`src/rtl/logic_accum_pkg.sv`:
```
// logic_accum_pkg: operation encodings and FSM states shared by logic_accum
package logic_accum_pkg;

    typedef enum logic [1:0] {
        OP_OR  = 2'b00,
        OP_AND = 2'b01,
        OP_XOR = 2'b10,
        OP_NOR = 2'b11
    } op_t;

    typedef enum logic [1:0] {
        IDLE,
        ACCUM,
        DONE
    } state_t;

endpackage

```
`src/rtl/logic_op_unit.sv`:
```
// logic_op_unit: combinational two-input bitwise operation selected by op
module logic_op_unit
    import logic_accum_pkg::*;
#(
    parameter int WIDTH = 32
) (
    input  op_t              op,
    input  logic [WIDTH-1:0] a,
    input  logic [WIDTH-1:0] b,
    output logic [WIDTH-1:0] y
);

    // NOR folds as OR; the single inversion happens at the result port
    always_comb y = (op == OP_AND) ? (a & b) : (op == OP_XOR) ? (a ^ b) : (a | b);

endmodule

```
`src/rtl/logic_accum.sv`:
```
// logic_accum: folds a stream of operands with a bitwise operation into one result
module logic_accum
    import logic_accum_pkg::*;
#(
    parameter  int WIDTH   = 32,
    parameter  int MAX_OPS = 8,
    localparam int CW      = $clog2(MAX_OPS + 1)
) (
    input  logic             clk,
    input  logic             rst_n,
    input  logic             start,
    input  logic [1:0]       op,
    input  logic [CW-1:0]    count,
    input  logic             in_valid,
    output logic             in_ready,
    input  logic [WIDTH-1:0] in_data,
    output logic             out_valid,
    input  logic             out_ready,
    output logic [WIDTH-1:0] out_data,
    output logic             busy
);

    state_t           state, state_nx;
    op_t              op_q;
    logic [CW-1:0]    cnt, tgt, clamp;
    logic [WIDTH-1:0] acc, acc_nx;
    logic             inv, hs, last;

    assign clamp = (count > CW'(MAX_OPS)) ? CW'(MAX_OPS) : count;
    assign hs    = in_valid & in_ready;
    assign last  = hs && (cnt + CW'(1) == tgt);

    logic_op_unit #(.WIDTH(WIDTH)) u_op (
        .op (op_q),
        .a  (acc),
        .b  (in_data),
        .y  (acc_nx)
    );

    // state register
    always_ff @(posedge clk or negedge rst_n) begin
        if (!rst_n) state <= IDLE;
        else        state <= state_nx;
    end

    // next state and handshake outputs
    always_comb begin
        state_nx  = (state == IDLE && start)     ? ((clamp == '0) ? DONE : ACCUM) :
                    (state == ACCUM && last)     ? DONE :
                    (state == DONE && out_ready) ? IDLE : state;
        in_ready  = (state == ACCUM);
        out_valid = (state == DONE);
        busy      = (state != IDLE);
    end

    // job latch and accumulation; a zero-operand job reports the bare identity
    always_ff @(posedge clk or negedge rst_n) begin
        if (!rst_n) begin
            op_q <= OP_OR;
            tgt  <= '0;
            cnt  <= '0;
            acc  <= '0;
            inv  <= 1'b0;
        end else if (state == IDLE && start) begin
            op_q <= op_t'(op);
            tgt  <= clamp;
            cnt  <= '0;
            acc  <= (op_t'(op) == OP_AND) ? '1 : '0;
            inv  <= (op_t'(op) == OP_NOR) && (clamp != '0);
        end else if (hs) begin
            acc  <= acc_nx;
            cnt  <= cnt + CW'(1);
        end
    end

    assign out_data = out_valid ? (inv ? ~acc : acc) : '0;

endmodule

```
`config.mk`:
```
export PLATFORM = sky130hd
export DESIGN_NAME = logic_accum
export DESIGN_NICKNAME = d
export VERILOG_FILES = /design/src/rtl/logic_accum_pkg.sv /design/src/rtl/logic_op_unit.sv /design/src/rtl/logic_accum.sv
export SDC_FILE = /design/constraint.sdc
export NUM_CORES = 1
export LEC_CHECK = 0
export CAP_MARGIN = 0
export CORE_ASPECT_RATIO = 0.9
export CORE_MARGIN = 8
export CORE_UTILIZATION = 48
export DETAILED_ROUTE_END_ITERATION = 10
export GPL_TIMING_DRIVEN = 0
export PLACE_DENSITY = 0.74
export SLEW_MARGIN = 20
export SYNTH_ARGS = -nofsm -noshare
export SYNTH_HDL_FRONTEND = slang
export SYNTH_SLANG_ARGS = --single-unit
```
`constraint.sdc`:
```
create_clock -name clk -period 2.6 [get_ports clk]
set_input_delay 0.78 -clock clk [delete_from_list [all_inputs] [get_ports clk]]
set_output_delay 0.78 -clock clk [all_outputs]
set_load 0.02 [all_outputs]
```
Word level (Yosys, flattened, before mapping)

Index checks and enable logic that the tools add are counted.

Register bits after elaboration: 45
Input bits: 43
Output and inout port bits: 35
Word-level logic and storage cells: 45

Add/sub/neg operators: 1
Magnitude comparators: 1
Equal/unequal tests: 7
Muxes and demuxes: 14
Bitwise logic cells: 5
Reductions and logical operators: 11

Operators with widths:

| cell                | number |
|---|---|
| $mux 32             | 7 |
| $and 32x32->32      | 1 |
| $not 32->32         | 1 |
| $or 32x32->32       | 1 |
| $xor 32x32->32      | 1 |
| $mux 4              | 3 |
| $mux 2              | 4 |
| $eq 2x1->1 const B  | 3 |
| $eq 2x2->1 const B  | 3 |
| $logic_and 1x1->1   | 5 |
| $add 4x1->4 const B | 1 |
| $eq 4x4->1          | 1 |
| $gt 4x4->1 const B  | 1 |
| $logic_not 4->1     | 1 |
| $reduce_bool 2->1   | 2 |
| $reduce_bool 4->1   | 1 |
| $reduce_bool 3->1   | 1 |
| $logic_not 2->1     | 1 |
| $and 1x1->1         | 1 |

Longest topological paths before layout

Depth in word-level cells: 6
Gate-level depth with buffers: 6
Mapped depth without buffers: 6

Hierarchy

From an unflattened synthesis, not the netlist that was laid out.

Cell total of the unflattened synthesis: 481
Area total of the unflattened synthesis: 4160.2 µm²

Modules (own cells, without submodules):

| module        | instances | cells an instance | area an instance (µm²) | seq. area each (µm²) |
|---|---|---|---|---|
| logic_accum   | 1         | 214               | 2351.0                 | 1126.1 |
| logic_op_unit | 1         | 267               | 1809.2                 | 0.0 |

Least setup slack after synthesis

OpenSTA, ideal clock, no wires.

Path kind: reg-to-output
Start: register state[0]
End: output port out_data[10]
Arrival time: 1188 ps
Data required time: 1820 ps
Path slack: 632 ps
Stages on the path, launching flop included: 5
Buffers on the path: 2
Cell sequence: dfrtp_1 > nand2b_1 > buf_2 > clkbuf_1 > nor2_1

Word-level cells in the longest chain between the ends: 2

Ends and longest elaborated chain:

| what                   | line              | source |
|---|---|---|
| start, declared        | logic_accum.sv:23 | `state_t state, state_nx;` |
| start signal, assigned | logic_accum.sv:43 | `else state <= state_nx;` |
| $eq 2x2->1             | logic_accum.sv:52 | `out_valid = (state == DONE);` |
| $mux 32                | logic_accum.sv:76 | `assign out_data = out_valid ? (inv ? ~acc : acc) : '0;` |
| end, declared          | logic_accum.sv:19 | `output logic [WIDTH-1:0] out_data,` |

Every way passes these cells.

Worst setup path in the final report

Start: register state[0]
End: output port out_data[4]

The elaborated chain is that of the path after synthesis.

==> out/summary.txt <==
Status: finished, final reports clean
Total GRT Usage: 18.3%
Pre-antenna DRT Iters: 4
Sink Count: 45
Cell family contributing the most delay on the critical path: buffers and inverters
Residual DRC: 0
Register bit count reported by yosys: 45
Crit path DAT: 1720 ps
Synth area leaders: dfrtp_1 25%, ha_1 18%, inv_1 7.2%, xnor2_1 6.9%, nor2_1 5.8%
Critical Path Slowest Stage Cell: dfrtp_2
Worst Path Required: 1820 ps
Setup TNS: 0 ps
H-tree depth: 2
CTS root buf: clkbuf_8
Nets: 690
Tightest Pin Transition: 568 ps
Peak Freq: 0.400 GHz
# setup viols final: 0
Cell variety after synth: 36
Die Y: 107 µm
Max rail drop VDD: 0.445 mV
Vias in the first global route: 3919
CTS tree: yes
Mapped cell area: 4420 µm²
Dpl hpwl: 8350 µm
Max Buffers Root-to-Sink: 2
Ratio of cells with drive above 1 in the final layout: 16.1%
Max-capacitance violation count: 0
Fillers: 791
Post-synthesis sequential area ratio: 25.5%
Yosys warnings: 0
Initial Utilization: 48.9%
Gpl congestion: 0.802
Cells after Synth: 497
Rel. slew slack: 62.1%
DR WL/cell: 15.8 µm
Biggest area consumer among synthesized cells: dfrtp_1
Largest net degree at the start of global routing: 26
Routed wire length: 11100 µm
Worst-path clk slew: 90 ps
Area grow syn2layout: 21.5%
Post-DP Area: 5360 µm²
Buf/Inv on CP: 3
Final-report hold violation count: 0
Core area: 9040 µm²
Via count: 3694
Hold Path Class: in -> async
TritonCTS buffer count: 5
RSZ-0062 raised after global routing: true
Setup crit start kind: flop
Pwr Total: 6.08 mW
Chip Width: 117 µm
Final Critical Period: 2500 ps
Final std cells w/o fill: 705
Worst path cell trace: nand2b_1 > buf_2 > buf_2 > nor2_1 > dlygate4sd2_1
Antenna violations before repair: 0
Fin area: 5380 µm²
Hold Buf Count CTS: 0
Fin Clk Skew: 7.34 ps
Pwr Density: 1130 nW/µm²
Clk_lat worst skew: 310 ps
Total grt overflow: 0
Syn_nets: 605
Post-synth EDFFs: 0
Final ANT Viol Nets: 0
N_diodes: 0
FP Rows: 33
Cell mode on critical path: buf_2
First-pass GRT wire length: 18700 µm
Final Cycle Share: 96.3%
Max-slew violation count: 0
Via density: 5.24
Post-synth ARST share: 100%
Die area: 12500 µm²
Crit-path max FO: 10
Critical Path Sink Type: output port
Post-layout util: 59.5%
Avg Inst Size Synth: 8.90 µm²
Post-synth top area share: 25.5%
CP peak stage delay: 460 ps
Dpl cells: 697
Ys flop type: dfrtp_1
Leakage: 2.75 nW
Initial DRC count: 141
Critical path class: reg -> out
I/O pin count: 78
PortBufs: 77
==> report_power, final <==
group / total [mW] / switching (mW) / internal, mW
combinational: 4.28 / 2.31 / 1.97
sequential: 1.33 / 0.309 / 1.02
clock: 0.466 / 0.276 / 0.190
total: 6.08 / 2.89 / 3.19
==> stage by stage <==
| stage | hold WS (ps) | setup WS [ps] |
|---|---|---|
| final | 457 | 97.1 |
| after global routing | 492 | -0.665 |
| after CTS | 476 | 0.533 |
| after detailed placement | 482 | -104 |
| after global placement | 481 | -649 |
| after floorplan | 458 | 632 |
==> routing by layer <==
metal	vias to the layer above	GRT usage, %	part of all wire, %
met1	1785	23.0	45
met4	0	4.11	0.24
met2	91	31.8	48
met3	4	3.15	5.8
met5	-	0	0
li1	1814	-	-
==> kinds of logic (layout without fill, tap and decap cells) <==
family | count (synthesis) | in the layout | share of synthesized area [%]
XOR/XNOR | 38 | 38 | 8.00
buffers and inverters | 119 | 205 | 12.9
multiplexers | 19 | 19 | 4.30
AND/OR/NAND/NOR | 102 | 102 | 10.2
flip-flops | 45 | 45 | 25.5
adder cells (fa/ha/maj) | 65 | 65 | 18.4
AO/OA/AOI/OAI | 109 | 109 | 20.8
==> sequential cells by signal (all words and copies together), names as in the netlist <==
register / cells
tgt: 4
op_q: 2
cnt: 4
inv: 1
state: 2
acc: 32
==> Yosys cell counts, types with 2 or more instances <==
library cell,count
dfrtp_1,45
a211o_1,19
a211oi_1,19
o21ai_0,6
nand2_1,19
clkbuf_1,4
o21ai_1,11
nand3b_1,4
a21oi_1,2
a22o_1,15
nor2_1,68
buf_6,12
a22oi_2,19
a22oi_1,13
buf_2,14
inv_1,85
a21o_1,2
mux2i_1,19
xnor2_1,35
nand2b_4,2
buf_4,4
nor2b_1,2
ha_1,65
==> worst paths after layout <==
kind / start / to / slack [ps] / cells after the start
worst max-delay path: state[0] / out_data[4] / 100 / 5
worst min-delay path: rst_n / acc[4] / 460 / 1
worst max register to register: state[0] / acc[4] / 1040 / 5
worst min register to register: tgt[1] / tgt[1] / 510 / 2
max in group asynchronous: rst_n / cnt[1] / 1610 / 2
min in group clk: tgt[1] / tgt[1] / 510 / 2
==> layout make-up <==
cell class	count	area, µm²	area share, %
plain buffers	34	256	4.77
clock inverters	2	15.0	0.279
multi-input cells	333	2730	50.8
well taps	122	153	2.84
flip-flops and latches	45	1130	21.0
clock buffers	6	72.6	1.35
inverters	85	319	5.93
repair buffers	78	698	13.0
==> layout by cell type (no fill, tap or decap), types with 15 or more instances in the layout <==
master           instances
dfrtp_1                 43
nand2_1                 19
a22o_1                  15
ha_1                    65
nor2_1                  66
buf_2                   17
a211oi_1                19
a22oi_2                 19
clkdlybuf4s50_1         43
mux2i_1                 19
xnor2_1                 35
clkbuf_2                18
a211o_1                 19
inv_1                   85
==> timing repair <==
| action | 4_1_cts | 5_1_grt |
|---|---|---|
| pin swaps | 0 | 0 |
| setup buffers | 0 | 0 |
| endpoints found under the setup margin | 32 | 31 |
| gates resized for setup | 51 | 43 |
Note: power is estimated with default switching activity, not from simulation.
